==> src/rtl/muldiv_pkg.sv <==
// -----------------------------------------------------------------------------
// muldiv_pkg
// Shared definitions for the EX-stage iterative multiply/divide unit:
//   - muldiv_op_t    : operation encoding as delivered by the ID/EX register
//   - muldiv_state_t : sequencer states (also exported on the debug port)
//   - MULDIV_ITERS   : default operand width / radix-2 iteration count
//   - muldiv_op_is_div / muldiv_op_is_signed : operation decode helpers
// -----------------------------------------------------------------------------
package muldiv_pkg;

    localparam int MULDIV_ITERS = 32;

    typedef enum logic [1:0] {
        OP_MULT  = 2'd0,
        OP_MULTU = 2'd1,
        OP_DIV   = 2'd2,
        OP_DIVU  = 2'd3
    } muldiv_op_t;

    typedef enum logic [1:0] {
        IDLE = 2'd0,
        ITER = 2'd1,
        FIX  = 2'd2
    } muldiv_state_t;

    function automatic logic muldiv_op_is_div(input muldiv_op_t op);
        return (op == OP_DIV) || (op == OP_DIVU);
    endfunction

    function automatic logic muldiv_op_is_signed(input muldiv_op_t op);
        return (op == OP_MULT) || (op == OP_DIV);
    endfunction

endpackage

==> src/rtl/muldiv_step.sv <==
// -----------------------------------------------------------------------------
// muldiv_step
// Combinational single radix-2 iteration shared by multiply and divide.
// The 2*DATA_W accumulator is interpreted differently per operation:
//   multiply : {partial_product_hi, multiplier_remaining}; shift-add, LSB first
//   divide   : {partial_remainder, dividend_then_quotient}; restoring
//              shift-subtract, quotient bits enter at the LSB
// Ports:
//   i_is_div  - 1 selects the divide step, 0 the multiply step
//   i_acc     - current accumulator
//   i_operand - multiplicand magnitude (multiply) or divisor magnitude (divide)
//   o_acc     - accumulator after one iteration
// -----------------------------------------------------------------------------
module muldiv_step #(
    parameter int DATA_W = 32
) (
    input  logic                  i_is_div,
    input  logic [2*DATA_W-1:0]   i_acc,
    input  logic [DATA_W-1:0]     i_operand,
    output logic [2*DATA_W-1:0]   o_acc
);

    logic [DATA_W:0]   w_sum;
    logic [DATA_W:0]   w_shifted;
    logic [DATA_W-1:0] w_diff;
    logic              w_ge;

    always_comb begin
        // Multiply: add multiplicand into the upper half when the current
        // multiplier bit is set; the carry lands in bit DATA_W and is kept
        // by the right shift below.
        w_sum = {1'b0, i_acc[2*DATA_W-1:DATA_W]}
              + (i_acc[0] ? {1'b0, i_operand} : {(DATA_W+1){1'b0}});

        // Divide: bring the next dividend bit into the partial remainder.
        // The partial remainder is always below the divisor, so the shifted
        // value fits in DATA_W+1 bits and a successful subtraction fits in
        // DATA_W bits (modular subtract is exact in that case).
        w_shifted = {i_acc[2*DATA_W-1:DATA_W], i_acc[DATA_W-1]};
        w_ge      = (w_shifted >= {1'b0, i_operand});
        w_diff    = w_shifted[DATA_W-1:0] - i_operand;

        if (i_is_div) begin
            o_acc = {(w_ge ? w_diff : w_shifted[DATA_W-1:0]),
                     i_acc[DATA_W-2:0], w_ge};
        end else begin
            o_acc = {w_sum, i_acc[DATA_W-1:1]};
        end
    end

endmodule

==> src/rtl/ex_muldiv_unit.sv <==
// -----------------------------------------------------------------------------
// ex_muldiv_unit
// EX-stage iterative multiply/divide unit owning the architectural HI/LO
// registers. One operation in flight at a time; DATA_W radix-2 iterations
// followed by a sign-fix/writeback cycle.
//
// Handshake: Start__i is taken on any rising edge where the unit is in IDLE
// and Flush__i is low; Busy__o is the not-ready indication and rises on that
// same edge. Start__i seen while busy is dropped (no queuing). Completion is a
// one-cycle Done__o pulse, with DivByZero__o alongside it for a zero divisor.
//
// Ports:
//   clock__i, reset__i       - clock, synchronous active-high reset
//   Start__i, Op__i          - operation valid / select (MULT, MULTU, DIV, DIVU)
//   RegRsData__i             - multiplicand or dividend
//   RegRtData__i             - multiplier or divisor
//   Flush__i                 - abort the in-flight operation
//   Busy__o                  - unit occupied (stall request)
//   Done__o, DivByZero__o    - completion pulses
//   Hi__o, Lo__o             - architectural HI/LO
//   DbgState__o              - current sequencer state (muldiv_state_t)
// -----------------------------------------------------------------------------
module ex_muldiv_unit
    import muldiv_pkg::*;
#(
    parameter int DATA_W = MULDIV_ITERS,
    parameter int CNT_W  = 6
) (
    input  logic              clock__i,
    input  logic              reset__i,
    input  logic              Start__i,
    input  logic [1:0]        Op__i,
    input  logic [DATA_W-1:0] RegRsData__i,
    input  logic [DATA_W-1:0] RegRtData__i,
    input  logic              Flush__i,
    output logic              Busy__o,
    output logic              Done__o,
    output logic              DivByZero__o,
    output logic [DATA_W-1:0] Hi__o,
    output logic [DATA_W-1:0] Lo__o,
    output logic [1:0]        DbgState__o
);

    muldiv_state_t       r_state;
    muldiv_op_t          r_op;
    logic [CNT_W-1:0]    r_cnt;
    logic [2*DATA_W-1:0] r_acc;
    logic [DATA_W-1:0]   r_b;
    logic                r_neg_res;   // negate product / quotient at FIX
    logic                r_neg_rem;   // negate remainder at FIX
    logic                r_dbz_pend;
    logic                r_busy;
    logic                r_done;
    logic                r_dbz;
    logic [DATA_W-1:0]   r_hi;
    logic [DATA_W-1:0]   r_lo;

    muldiv_op_t          w_in_op;
    logic                w_in_div;
    logic                w_in_signed;
    logic                w_rs_neg;
    logic                w_rt_neg;
    logic [DATA_W-1:0]   w_rs_mag;
    logic [DATA_W-1:0]   w_rt_mag;
    logic                w_run_div;
    logic [2*DATA_W-1:0] w_acc_next;
    logic [2*DATA_W-1:0] w_prod;
    logic [DATA_W-1:0]   w_quot;
    logic [DATA_W-1:0]   w_rem;

    // Operand capture. Plain two's-complement negate gives the magnitude; the
    // most negative value maps to itself, which is the correct unsigned
    // magnitude 2^(DATA_W-1).
    always_comb begin
        w_in_op     = muldiv_op_t'(Op__i);
        w_in_div    = muldiv_op_is_div(w_in_op);
        w_in_signed = muldiv_op_is_signed(w_in_op);
        w_rs_neg    = w_in_signed & RegRsData__i[DATA_W-1];
        w_rt_neg    = w_in_signed & RegRtData__i[DATA_W-1];
        w_rs_mag    = w_rs_neg ? -RegRsData__i : RegRsData__i;
        w_rt_mag    = w_rt_neg ? -RegRtData__i : RegRtData__i;
    end

    assign w_run_div = muldiv_op_is_div(r_op);

    muldiv_step #(
        .DATA_W (DATA_W)
    ) u_step (
        .i_is_div  (w_run_div),
        .i_acc     (r_acc),
        .i_operand (r_b),
        .o_acc     (w_acc_next)
    );

    // Sign correction applied in FIX. Quotient sign is the XOR of operand
    // signs; the remainder follows the dividend.
    always_comb begin
        w_prod = r_neg_res ? -r_acc : r_acc;
        w_quot = r_neg_res ? -r_acc[DATA_W-1:0] : r_acc[DATA_W-1:0];
        w_rem  = r_neg_rem ? -r_acc[2*DATA_W-1:DATA_W] : r_acc[2*DATA_W-1:DATA_W];
    end

    always_ff @(posedge clock__i) begin
        if (reset__i) begin
            r_state    <= IDLE;
            r_op       <= OP_MULT;
            r_cnt      <= '0;
            r_acc      <= '0;
            r_b        <= '0;
            r_neg_res  <= 1'b0;
            r_neg_rem  <= 1'b0;
            r_dbz_pend <= 1'b0;
            r_busy     <= 1'b0;
            r_done     <= 1'b0;
            r_dbz      <= 1'b0;
            r_hi       <= '0;
            r_lo       <= '0;
        end else if (Flush__i) begin
            // Abandon any work; HI/LO untouched. A start in the same cycle
            // is dropped.
            r_state    <= IDLE;
            r_dbz_pend <= 1'b0;
            r_busy     <= 1'b0;
            r_done     <= 1'b0;
            r_dbz      <= 1'b0;
        end else begin
            r_done <= 1'b0;
            r_dbz  <= 1'b0;
            case (r_state)
                IDLE: begin
                    if (Start__i) begin
                        r_op      <= w_in_op;
                        r_cnt     <= '0;
                        r_busy    <= 1'b1;
                        r_neg_res <= w_rs_neg ^ w_rt_neg;
                        if (w_in_div) begin
                            r_acc     <= {{DATA_W{1'b0}}, w_rs_mag};
                            r_b       <= w_rt_mag;
                            r_neg_rem <= w_rs_neg;
                        end else begin
                            r_acc     <= {{DATA_W{1'b0}}, w_rt_mag};
                            r_b       <= w_rs_mag;
                            r_neg_rem <= 1'b0;
                        end
                        // Zero divisor skips the iterations entirely.
                        if (w_in_div && (RegRtData__i == '0)) begin
                            r_dbz_pend <= 1'b1;
                            r_state    <= FIX;
                        end else begin
                            r_dbz_pend <= 1'b0;
                            r_state    <= ITER;
                        end
                    end
                end
                ITER: begin
                    r_acc <= w_acc_next;
                    r_cnt <= r_cnt + 1'b1;
                    if (r_cnt == CNT_W'(DATA_W - 1)) begin
                        r_state <= FIX;
                    end
                end
                FIX: begin
                    r_done     <= 1'b1;
                    r_busy     <= 1'b0;
                    r_state    <= IDLE;
                    r_dbz_pend <= 1'b0;
                    if (r_dbz_pend) begin
                        r_dbz <= 1'b1;
                    end else if (w_run_div) begin
                        r_hi <= w_rem;
                        r_lo <= w_quot;
                    end else begin
                        r_hi <= w_prod[2*DATA_W-1:DATA_W];
                        r_lo <= w_prod[DATA_W-1:0];
                    end
                end
                default: begin
                    r_state <= IDLE;
                    r_busy  <= 1'b0;
                end
            endcase
        end
    end

    assign Busy__o      = r_busy;
    assign Done__o      = r_done;
    assign DivByZero__o = r_dbz;
    assign Hi__o        = r_hi;
    assign Lo__o        = r_lo;
    assign DbgState__o  = r_state;

endmodule

==> config.mk <==
export PLATFORM = sky130hd
export DESIGN_NAME = ex_muldiv_unit
export DESIGN_NICKNAME = d
export VERILOG_FILES = /design/src/rtl/muldiv_pkg.sv /design/src/rtl/muldiv_step.sv /design/src/rtl/ex_muldiv_unit.sv
export SDC_FILE = /design/constraint.sdc
export NUM_CORES = 1
export LEC_CHECK = 0
export ABC_AREA = 1
export CAP_MARGIN = 20
export CELL_PAD_IN_SITES_DETAIL_PLACEMENT = 0
export CELL_PAD_IN_SITES_GLOBAL_PLACEMENT = 1
export CORE_ASPECT_RATIO = 0.9
export CORE_MARGIN = 2
export CORE_UTILIZATION = 41
export DETAILED_ROUTE_END_ITERATION = 6
export PLACE_DENSITY = 0.83
export RECOVER_POWER = 100
export SLEW_MARGIN = 20
export SYNTH_ARGS = -nofsm -noshare
export SYNTH_HDL_FRONTEND = slang
export SYNTH_SLANG_ARGS = --single-unit
export TNS_END_PERCENT = 20
==> constraint.sdc <==
create_clock -name clock__i -period 2.65 [get_ports clock__i]
set_clock_uncertainty 0.05 [all_clocks]
set_input_delay 0.265 -clock clock__i [delete_from_list [all_inputs] [get_ports clock__i]]
set_output_delay 0.265 -clock clock__i [all_outputs]
set_load 0.02 [all_outputs]
## Word-level counts from Yosys, hierarchy flattened

Cells that the tools add are included.

| word-level totals | value |
|---|---|
| flip-flop bits (word level) | 176 |
| latch bits | 0 |
| bits in writable memories | 0 |
| ROM bits | 0 |
| input bits | 70 |
| output and inout bits | 69 |
| logic and storage cells | 83 |
| memories kept | 0 |

| operators by class | value |
|---|---|
| add/sub/neg operators | 8 |
| multiply operators | 0 |
| div/mod/pow operators | 0 |
| $lt $le $gt $ge | 1 |
| equal/unequal tests | 9 |
| shifts and indexed selects | 0 |
| mux-type cells | 28 |
| bitwise operators | 7 |
| reduce and logical (&&, ||, !) cells | 17 |

Operators with widths:

| cell | number |
|---|---|
| 32-bit 2-to-1 mux | 10 |
| 64-bit 2-to-1 mux | 3 |
| 32-bit negator | 4 |
| 64-bit one-hot mux with 2 select lines | 1 |
| 64-bit negator | 1 |
| 32-bit by 33-bit adder with 33-bit output | 1 |
| 33-bit by 32-bit greater-or-equal comparator with 1-bit output | 1 |
| 32-bit zero test | 1 |
| 32-bit subtractor | 1 |
| 6-bit one-hot mux with 2 select lines | 1 |
| 2-bit equality test, second input constant | 5 |
| 3-bit AND reduction | 3 |
| 6-bit by 1-bit adder with 6-bit output, second input constant | 1 |
| 6-bit by 5-bit equality test with 1-bit output, second input constant | 1 |
| 1-bit 2-to-1 mux | 6 |
| 2-bit 2-to-1 mux | 3 |
| 6-bit 2-to-1 mux | 1 |
| 2-bit AND reduction | 3 |
| 2-bit zero test | 2 |
| 2-bit != test, second input constant | 2 |
| 1-bit NOT | 4 |
| 1-bit one-hot mux with 2 select lines | 2 |
| 2-bit one-hot mux with 2 select lines | 1 |
| 2-bit nonzero test | 2 |
| other kinds (7) | 10 |

## Logic depth before layout (Yosys ltp)

Gate-level depths: netlist of run 1.

| depth | value |
|---|---|
| word-level depth | 7 |
| depth in mapped cells | 19 |

## Cells and area by module

A second synthesis of run 1 with hierarchy kept.

| second synthesis, totals | value |
|---|---|
| cells, all modules | 3220 |
| area, all modules | 17822.1 um2 |

Modules (own cells, without submodules):

| module | instances | cells each | area each (um2) |
|---|---|---|---|
| ex_muldiv_unit | 1 | 1947 | 11677.4 |
| muldiv_step | 1 | 1273 | 6144.6 |

## Least setup slack after synthesis of run 1

Ideal clock, no wire load.

| path | value |
|---|---|
| path type | reg2reg |
| from | register r_acc[0] |
| to | register r_acc[44] |
| setup time | 134 ps |
| arrival | 2208 ps |
| required time | 2466 ps |
| path slack | 258 ps |
| cell stages (with the launch flop) | 17 |
| path buffers | 2 |
| clock period less this slack | 2392 ps |
| path through | dfxtp_1 -> buf_2 -> buf_1 -> nand2_1 -> inv_1 -> ha_1 -> nand2_1 -> nand3_1 -> inv_1 -> o21ai_0 -> nand2_1 -> nand2_1 -> or2_2 -> nand3_1 -> nand3_1 -> nand2_1 -> a21oi_1 |

| on the way | value |
|---|---|
| longest elaborated chain between the ends | 4 |

Ends and longest elaborated chain:

| what | line | text |
|---|---|---|
| start: declaration | ex_muldiv_unit.sv:47 | `logic [2*DATA_W-1:0] r_acc;` |
| start signal: assignment | ex_muldiv_unit.sv:137 | `r_acc <= {{DATA_W{1'b0}}, w_rs_mag};` |
| start signal: assignment | ex_muldiv_unit.sv:141 | `r_acc <= {{DATA_W{1'b0}}, w_rt_mag};` |
| start signal: assignment | ex_muldiv_unit.sv:156 | `r_acc <= w_acc_next;` |
| 32-bit 2-to-1 mux | muldiv_step.sv:33 | `+ (i_acc[0] ? {1'b0, i_operand} : {(DATA_W+1){1'b0}});` |
| 32-bit by 33-bit adder with 33-bit output | muldiv_step.sv:33 |  |
| 64-bit 2-to-1 mux | muldiv_step.sv:43 | `if (i_is_div) begin` |
| 64-bit one-hot mux with 2 select lines | ex_muldiv_unit.sv:129 | `case (r_state)` |

Every way passes these cells.
A chain may end at the register's enable or synchronous reset.

## Worst setup path in the final report of run 1

| path | value |
|---|---|
| from | register r_acc[0] |
| to | register r_acc[58] |

Same word-level chain as after synthesis.

==> impl_metrics.csv, run 1 <==
group,metric,value,unit
logic_synthesis,synthesis.area,17700,um^2
cts,cts_root_buffer,"sky130_fd_sc_hd__clkbuf_16",
final_layout,n_antenna_cell,0,
cts,cts_tree,"yes",
floorplan,core,42800,um^2
cts,clock_pin_slew_reported_for_the_worst_setup_and_hold_paths_after_clock_tree_synthesis,0.08,ns
floorplan,placement_rows,72,
floorplan,fp.dieArea,44900,um^2
min_path,hold_path_startpoint,"reset__i",
setup_path,worstReg2RegStart,"r_acc[0]",
power,power_leakage,11.2,nW
setup_path,cp.arrival,2.87,ns
global_routing,globalRoute.totalOverflow,0,
global_routing,gr-usage-all-layers,35.8,%
place,numPlacedInstances,4050,
setup_path,setup.reg_to_reg.worst_slack,0.05,ns
setup_path,worst_r2r_end,"r_acc[58]",
setup_path,reg2reg_depth,17,
logic_synthesis,yosysWarningCount,0,
setup_path,critical_path.cell_chain,"buf_8 -> buf_8 -> nand2_1 -> inv_1 -> ha_2 -> nand2_2 -> nor2_2 -> inv_2 -> nor2_4 -> and2_1 -> nand2_2 -> nand3_1 -> nand2_1 -> nor2_4 -> nor2_1 -> nand2_1 -> a21oi_1",
floorplan,die_h,201,um
setup_path,crit_type,"flop to flop",
final_layout,layout-drive-gt1-share,15.2,%
detailed_routing,route.detailed.vias_per_inst,5.48,
setup_path,cpMaxStageDelayCell,"sky130_fd_sc_hd__ha_2",
cts,clkLatencyLatePin,0.47,ns
detailed_routing,detail_route.first_pass.iterations,6,
logic_synthesis,synth-edff-count,0,
final_layout,utilization,53.4,%
logic_synthesis,netlist-cell-type-count,57,
detailed_routing,drt-initial-drc-count,2841,
sta,min_period,2.60,ns
global_routing,grt_pass1_wl,122000,um
power,power_density,384,nW/um^2
detailed_routing,routed_wirelength_normalized_by_instance_count,20.2,um
power,p_sw,0.00353,W
cts,htree_levels,4,
setup_path,cp_dominant_cell_by_count,"sky130_fd_sc_hd__nand2_1",
detailed_routing,detail-route-antenna-nets,0,
power,share_comb_of_total_power,37.8,%
cts,cts-buffers-inserted,17,
logic_synthesis,synthArstFlopShare,0,%
place,globalplace.congestion,1.04,
setup_path,cp-start-kind,"flop",
setup_path,critPathMaxStageDelay,0.38,ns
final_layout,synthToLayoutAreaGrowth,28.8,%
detailed_routing,count_of_unresolved_drc_violations_after_routing,0,
setup_path,worst_setup_path_endpoint,"r_acc[58]",
sta,layout_setup_ws,0.0451,ns
final_layout,layoutNonFillerInstCount,4087,
sta,maxSlewHeadroom,40.3,%
sta,max_freq,384,MHz
floorplan,initial_core_util,41.4,%
logic_synthesis,synth_top_flop_cell,"sky130_fd_sc_hd__dfxtp_1",
sta,rsz0062_at_grt,"true",
run_status,status,"complete, no violations",
cts,clock_path_buffers,2,
cts,hold_buffers,0,
detailed_routing,routed_wl,82700,um
place,numPortBuffers,138,
sta,worst_slew_pin_slew,0.896,ns
power,power.sequential.fraction,32.3,%
detailed_routing,vias,22386,
final_layout,final_cell_area,22800,um^2
sta,setup_viol_count_final,0,
sta,report.final.slew_viol_count,0,
final_layout,nets,3660,
logic_synthesis,yosysSeqAreaShare,19.8,%
logic_synthesis,yosys_register_bits,175,
sta,finalHoldViolCount,0,
run,max_cap_viol_count,0,
place,dp_hpwl,67900,um
sta,fin_crit_sh,98.3,%
setup_path,critPathLaunch,"r_acc[0]",
min_path,worst_hold_path_type,"primary input to flop",
logic_synthesis,mappedNetlistNets,3318,
global_routing,first_global_vias,19988,
floorplan,die-width,223,um
place,area_of_placed_instances,21600,um^2
logic_synthesis,synth.avg_cell_area,5.58,um^2
setup_path,timing.critical_path.fanout_max,15,
power,intPower,0.00524,W
global_routing,grt_start_max_net_pins,72,
cts,tritoncts_num_sinks,175,
setup_path,critical_path_required,2.92,ns
place,dpl_worst_slack,-0.260,ns
setup_path,critPathCaptureType,"flop",
global_routing,antenna_found_initial,0,
power,sw_frac_of_total,40.3,%
power,irDropWorstVdd,0.451,mV
power,power_frac_clock,29.9,%
logic_synthesis,synthesis.instances,3177,
floorplan,ios,139,
final_layout,num-fill-cells,4497,
## per-stage QoR
stage | hold slack [ns] | TNS [ns] | total power, W
after floorplan | 0.374 | 0 | 0.00460
after global placement | 0.411 | -1.31 | 0.00594
after detailed placement | 0.416 | -1.24 | 0.00595
after CTS | 0.329 | -0.0213 | 0.00855
after global routing | 0.370 | -0.496 | 0.00913
final | 0.337 | 0 | 0.00878
## cells in the final DEF (no fill, tap or decap), types with 12 or more instances in the layout
cell type                         Yosys  layout
sky130_fd_sc_hd__a21oi_1            221     201
sky130_fd_sc_hd__a21oi_2              3      23
sky130_fd_sc_hd__a31oi_1             14      14
sky130_fd_sc_hd__buf_4                1     289
sky130_fd_sc_hd__clkbuf_16            0      18
sky130_fd_sc_hd__clkdlybuf4s50_1      0     137
sky130_fd_sc_hd__dfxtp_1            175     145
sky130_fd_sc_hd__dfxtp_2              0      26
sky130_fd_sc_hd__ha_1                69      46
sky130_fd_sc_hd__ha_4                 0      14
sky130_fd_sc_hd__inv_1              462     457
sky130_fd_sc_hd__inv_2                8      13
sky130_fd_sc_hd__nand2_1            914     895
sky130_fd_sc_hd__nand2_2             17      34
sky130_fd_sc_hd__nand3_1            252     244
sky130_fd_sc_hd__nand3b_1            12      12
sky130_fd_sc_hd__nand4_1             51      51
sky130_fd_sc_hd__nor2_1             343     324
sky130_fd_sc_hd__nor2_2              16      29
sky130_fd_sc_hd__nor3_1              41      35
sky130_fd_sc_hd__o211ai_1            35      35
sky130_fd_sc_hd__o21ai_0            223     213
sky130_fd_sc_hd__o21ai_1              7      16
sky130_fd_sc_hd__o21bai_1            13      12
sky130_fd_sc_hd__xor2_1              82      82
## cell type report
| type | count | area (um^2) | share of cell area (%) |
|---|---|---|---|
| multi-input combinational | 2414 | 12500 | 54.7 |
| timing repair buffer | 438 | 3740 | 16.4 |
| sequential | 175 | 3550 | 15.6 |
| inverter | 473 | 1780 | 7.78 |
| tap | 555 | 694 | 3.04 |
| clock buffer | 18 | 429 | 1.88 |
| clock inverter | 14 | 156 | 0.685 |
## synth_stat cells, types with 5 or more instances
cell type | n | area share (%)
sky130_fd_sc_hd__clkbuf_1 | 72 | 1.5
sky130_fd_sc_hd__inv_2 | 8 | 0.17
sky130_fd_sc_hd__o21bai_1 | 13 | 0.55
sky130_fd_sc_hd__and2_1 | 7 | 0.25
sky130_fd_sc_hd__o221ai_1 | 11 | 0.54
sky130_fd_sc_hd__o31ai_1 | 5 | 0.21
sky130_fd_sc_hd__nor2_1 | 343 | 7.3
sky130_fd_sc_hd__nand4_1 | 51 | 1.8
sky130_fd_sc_hd__nand3_1 | 252 | 7.1
sky130_fd_sc_hd__ha_1 | 69 | 4.9
sky130_fd_sc_hd__xnor2_1 | 9 | 0.44
sky130_fd_sc_hd__buf_1 | 18 | 0.38
sky130_fd_sc_hd__inv_1 | 462 | 9.8
sky130_fd_sc_hd__nand2_1 | 914 | 19
sky130_fd_sc_hd__dfxtp_1 | 175 | 20
sky130_fd_sc_hd__or2_2 | 11 | 0.39
sky130_fd_sc_hd__o21ai_1 | 7 | 0.20
sky130_fd_sc_hd__nor2_2 | 16 | 0.56
sky130_fd_sc_hd__nor3_1 | 41 | 1.2
sky130_fd_sc_hd__a21oi_1 | 221 | 6.2
sky130_fd_sc_hd__o21ai_0 | 223 | 6.3
sky130_fd_sc_hd__buf_2 | 22 | 0.62
sky130_fd_sc_hd__a22oi_1 | 8 | 0.34
sky130_fd_sc_hd__nand3b_1 | 12 | 0.51
sky130_fd_sc_hd__a31oi_1 | 14 | 0.49
sky130_fd_sc_hd__nand2_2 | 17 | 0.60
sky130_fd_sc_hd__o211ai_1 | 35 | 1.5
sky130_fd_sc_hd__xor2_1 | 82 | 4.1
## power by group through the flow
| stage | combinational [W] | sequential, W | clock (W) |
|---|---|---|---|
| CTS | 0.00309 | 0.00282 | 0.00264 |
| detailed placement | 0.00307 | 0.00288 | 0 |
| floorplan | 0.00176 | 0.00285 | 0 |
| finish | 0.00332 | 0.00283 | 0.00263 |
| global route | 0.00357 | 0.00283 | 0.00273 |
| global placement | 0.00306 | 0.00288 | 0 |
## per-layer routing
layer | wire length (um) | global-route usage [%]
met1 | 37800 | 53.3
met2 | 33700 | 52.1
met3 | 8820 | 6.43
met4 | 2410 | 10.5
met5 | 0 | 0
## flip-flops by register name (all words and copies together) (netlist names)
| name | flops |
|---|---|
| Busy__o | 1 |
| DbgState__o | 2 |
| DivByZero__o | 1 |
| Done__o | 1 |
| Hi__o | 32 |
| Lo__o | 32 |
| r_acc | 64 |
| r_b | 32 |
| r_cnt | 6 |
| r_dbz_pend | 1 |
| r_neg_rem | 1 |
| r_neg_res | 1 |
| r_op | 1 |
## cell families after synthesis
family | Yosys count | synth area share [%]
AND/OR/NAND/NOR | 1684 | 40.1
buffers and inverters | 589 | 12.8
AO/OA/AOI/OAI | 567 | 17.7
flip-flops | 175 | 19.8
XOR/XNOR | 91 | 4.49
adder cells (fa/ha/maj) | 71 | 5.09
## critical path: cells and delay by family, from the launching register on
family                     cells  cell delay (ns)
AOI/OAI and AO/OA              1             0.07
adders and majority gates      1             0.38
DFF                            1             0.36
and+or+nand+nor               11             1.16
buffers and inverters          4             0.43
## what timing repair did
action,in CTS,in global routing
cloned,0,2
pin swaps,0,10
setup buffers,0,3
gates resized for setup,18,143
endpoints found under the setup margin,22,35
## worst min-delay path by stage
stage / to / slack, ns / cells past startpoint
3_3_place_gp: DivByZero__o / 0.41 / 2
3_5_place_dp: DivByZero__o / 0.42 / 2
2_1_floorplan: r_b[0] / 0.37 / 2
4_1_cts: Lo__o[10] / 0.33 / 4
6_report: Hi__o[4] / 0.34 / 4
5_1_grt: Lo__o[10] / 0.37 / 4
(Power assumes the default switching activity.)
==> run 2: changes to the inputs <==
--- a/config.mk
+++ b/config.mk
@@ -15,7 +15,6 @@
 export DETAILED_ROUTE_END_ITERATION = 6
 export PLACE_DENSITY = 0.83
 export RECOVER_POWER = 100
-export SLEW_MARGIN = 20
 export SYNTH_ARGS = -nofsm -noshare
 export SYNTH_HDL_FRONTEND = slang
 export SYNTH_SLANG_ARGS = --single-unit
==> constraint.sdc (replaced) <==
create_clock -name clock__i -period 2.4 [get_ports clock__i]
set_clock_uncertainty 0.05 [all_clocks]
set_input_delay 0.24 -clock clock__i [delete_from_list [all_inputs] [get_ports clock__i]]
set_output_delay 0.24 -clock clock__i [all_outputs]
set_load 0.02 [all_outputs]
==> impl_metrics.csv, run 2 (synthesis results as in run 1) <==
group,metric,value,unit
final_layout,utilization,61.1,%
run,max_cap_viol_count,0,
global_routing,grt_pass1_wl,128000,um
final_layout,synthToLayoutAreaGrowth,47.5,%
cts,clock_path_buffers,2,
run_status,status,"finished, violations left",
detailed_routing,routed_wirelength_normalized_by_instance_count,20.1,um
power,power_density,387,nW/um^2
min_path,hold_path_startpoint,"reset__i",
floorplan,ios,139,
final_layout,layout-drive-gt1-share,27.2,%
final_layout,registers.top_by_ff_count,"r_acc",
setup_path,cp.arrival,2.82,ns
cts,htree_levels,4,
min_path,timing.hold.worst_endpoint,"Lo__o[6]",
cts,cts_tree,"yes",
final_layout,layout_common_cells,"sky130_fd_sc_hd__nand2_1 (819), sky130_fd_sc_hd__buf_4 (497), sky130_fd_sc_hd__inv_1 (425)",
detailed_routing,vias,23598,
min_path,timing.hold.worst_path_depth,4,
sta,report.final.slew_viol_count,0,
final_layout,final_cell_area,26200,um^2
detailed_routing,detail-route-antenna-nets,0,
detailed_routing,drt-initial-drc-count,2445,
setup_path,timing.critical_path.fanout_max,8,
cts,tritoncts_num_sinks,175,
final_layout,largest_reg_flops,64,
cts,cts_root_buffer,"sky130_fd_sc_hd__clkbuf_16",
floorplan,fp.dieArea,44900,um^2
setup_path,cp-start-kind,"flop",
cts,cts-buffers-inserted,17,
power,power_leakage,12.8,nW
sta,finalHoldViolCount,0,
global_routing,gr-usage-all-layers,37.4,%
floorplan,die_h,201,um
place,dp_hpwl,70000,um
detailed_routing,route.detailed.vias_per_inst,5.47,
setup_path,critPathCaptureType,"flop",
floorplan,die-width,223,um
final_layout,num-fill-cells,4142,
final_layout,final-seq-area,3570,um^2
floorplan,core,42800,um^2
sta,min_period,2.46,ns
setup_path,crit_type,"flop to flop",
setup_path,reg2reg_depth,15,
global_routing,globalRoute.totalOverflow,0,
setup_path,critPathLaunch,"r_acc[0]",
setup_path,setup.reg_to_reg.worst_slack,-0.06,ns
place,area_of_placed_instances,23100,um^2
detailed_routing,routed_wl,86800,um
place,globalplace.congestion,1.08,
final_layout,multiInputGateArea,14000,um^2
global_routing,first_global_vias,21567,
sta,setup_viol_count_final,12,
setup_path,worstReg2RegStart,"r_acc[0]",
cts,clkLatencyLatePin,0.48,ns
floorplan,placement_rows,72,
sta,max_freq,406,MHz
detailed_routing,detail_route.first_pass.iterations,7,
run_status,violations,"setup timing",
place,numPortBuffers,138,
sta,worst_slew_pin_slew,0.926,ns
cts,clock_pin_slew_reported_for_the_worst_setup_and_hold_paths_after_clock_tree_synthesis,0.07,ns
final_layout,nets,3883,
sta,layout_setup_ws,-0.0628,ns
min_path,worst_hold_path_type,"primary input to flop",
global_routing,grt_start_max_net_pins,63,
final_layout,layout_commonest_cell,"sky130_fd_sc_hd__nand2_1",
detailed_routing,count_of_unresolved_drc_violations_after_routing,0,
floorplan,initial_core_util,41.4,%
setup_path,worst_r2r_end,"r_acc[63]",
cts,hold_buffers,0,
sta,fin_crit_sh,103,%
setup_path,critical_path_required,2.75,ns
sta,rsz0062_at_grt,"true",
sta,maxSlewHeadroom,38.3,%
power,irDropWorstVdd,0.441,mV
global_routing,antenna_found_initial,2,
[run 2: cell count changes in the layout (fill, tap and decap cells not counted), sizes merged]
cell / before / now
buf: 300 / 523
bufinv: 1 / 0
clkinv: 9 / 10
clkinvlp: 3 / 2
diode: 0 / 1
inv: 474 / 475
[run 2: cell type report]
cell class	count	share of cell area [%]
multi-input combinational	2414	53.4
timing repair buffer	661	21.3
sequential	175	13.7
inverter	473	6.83
tap	555	2.66
clock buffer	18	1.64
clock inverter	14	0.488
antenna	1	0.00957
[run 2: critical path: stages (launching register included)]
cell and delay, ns:
sky130_fd_sc_hd__dfxtp_2 0.34, sky130_fd_sc_hd__buf_6 0.13, sky130_fd_sc_hd__buf_12 0.14, sky130_fd_sc_hd__clkbuf_16 0.16
sky130_fd_sc_hd__nand2_1 0.07, sky130_fd_sc_hd__inv_1 0.04, sky130_fd_sc_hd__ha_1 0.28, sky130_fd_sc_hd__inv_1 0.08
sky130_fd_sc_hd__buf_4 0.17, sky130_fd_sc_hd__o311ai_1 0.38, sky130_fd_sc_hd__a21oi_1 0.14, sky130_fd_sc_hd__nand2_1 0.10
sky130_fd_sc_hd__nand2_1 0.05, sky130_fd_sc_hd__inv_1 0.06, sky130_fd_sc_hd__nand2_1 0.06, sky130_fd_sc_hd__a21oi_2 0.12
[run 2: through the flow]
step           setup TNS [ns]  std cells  total power [W]  worst slack, ns  hold WS [ns]
6_report               -0.283       4311           0.0101          -0.0628         0.263
4_1_cts               -0.0910       4283          0.00979          -0.0204         0.247
3_5_place_dp            -7.46       4241          0.00686           -0.283         0.426
2_1_floorplan               0       3177          0.00508          0.00779         0.349
5_1_grt                 -3.14       4310           0.0105           -0.165         0.291
3_3_place_gp            -6.94       4241          0.00684           -0.380         0.412
[run 2: repair_timing]
| action | in CTS | in global routing |
|---|---|---|
| pin swaps | 41 | 96 |
| gates resized for setup | 246 | 291 |
| endpoints found under the hold margin | 0 | 0 |
| cloned | 1 | 2 |
| endpoints found under the setup margin | 34 | 58 |
| setup buffers | 9 | 26 |
[run 2: worst max path at each step]
stage / to / slack [ns] / cells past startpoint
6_report: r_acc[63] / -0.06 / 15
3_5_place_dp: r_acc[45] / -0.28 / 14
4_1_cts: r_acc[63] / -0.02 / 16
3_3_place_gp: r_acc[37] / -0.38 / 14
5_1_grt: r_acc[63] / -0.17 / 15
2_1_floorplan: r_acc[44] / 0.008 / 16
[run 2: layer usage]
| layer | global-route usage, % | part of all wire (%) | vias to the layer above |
|---|---|---|---|
| met5 | 0 | 0 | - |
| met2 | 54.3 | 41 | 1142 |
| li1 | - | - | 11363 |
| met1 | 54.0 | 45 | 10931 |
| met3 | 8.08 | 11 | 162 |
| met4 | 13.4 | 3.7 | 0 |
[run 2: power by group]
| group | switching [W] | internal [W] | total (W) | leakage [nW] |
|---|---|---|---|---|
| Sequential | 0.000115 | 0.00299 | 0.00310 | 1.44 |
| Combinational | 0.00253 | 0.00169 | 0.00421 | 11.1 |
| Clock | 0.00143 | 0.00136 | 0.00279 | 0.275 |
| Total | 0.00407 | 0.00604 | 0.0101 | 12.8 |
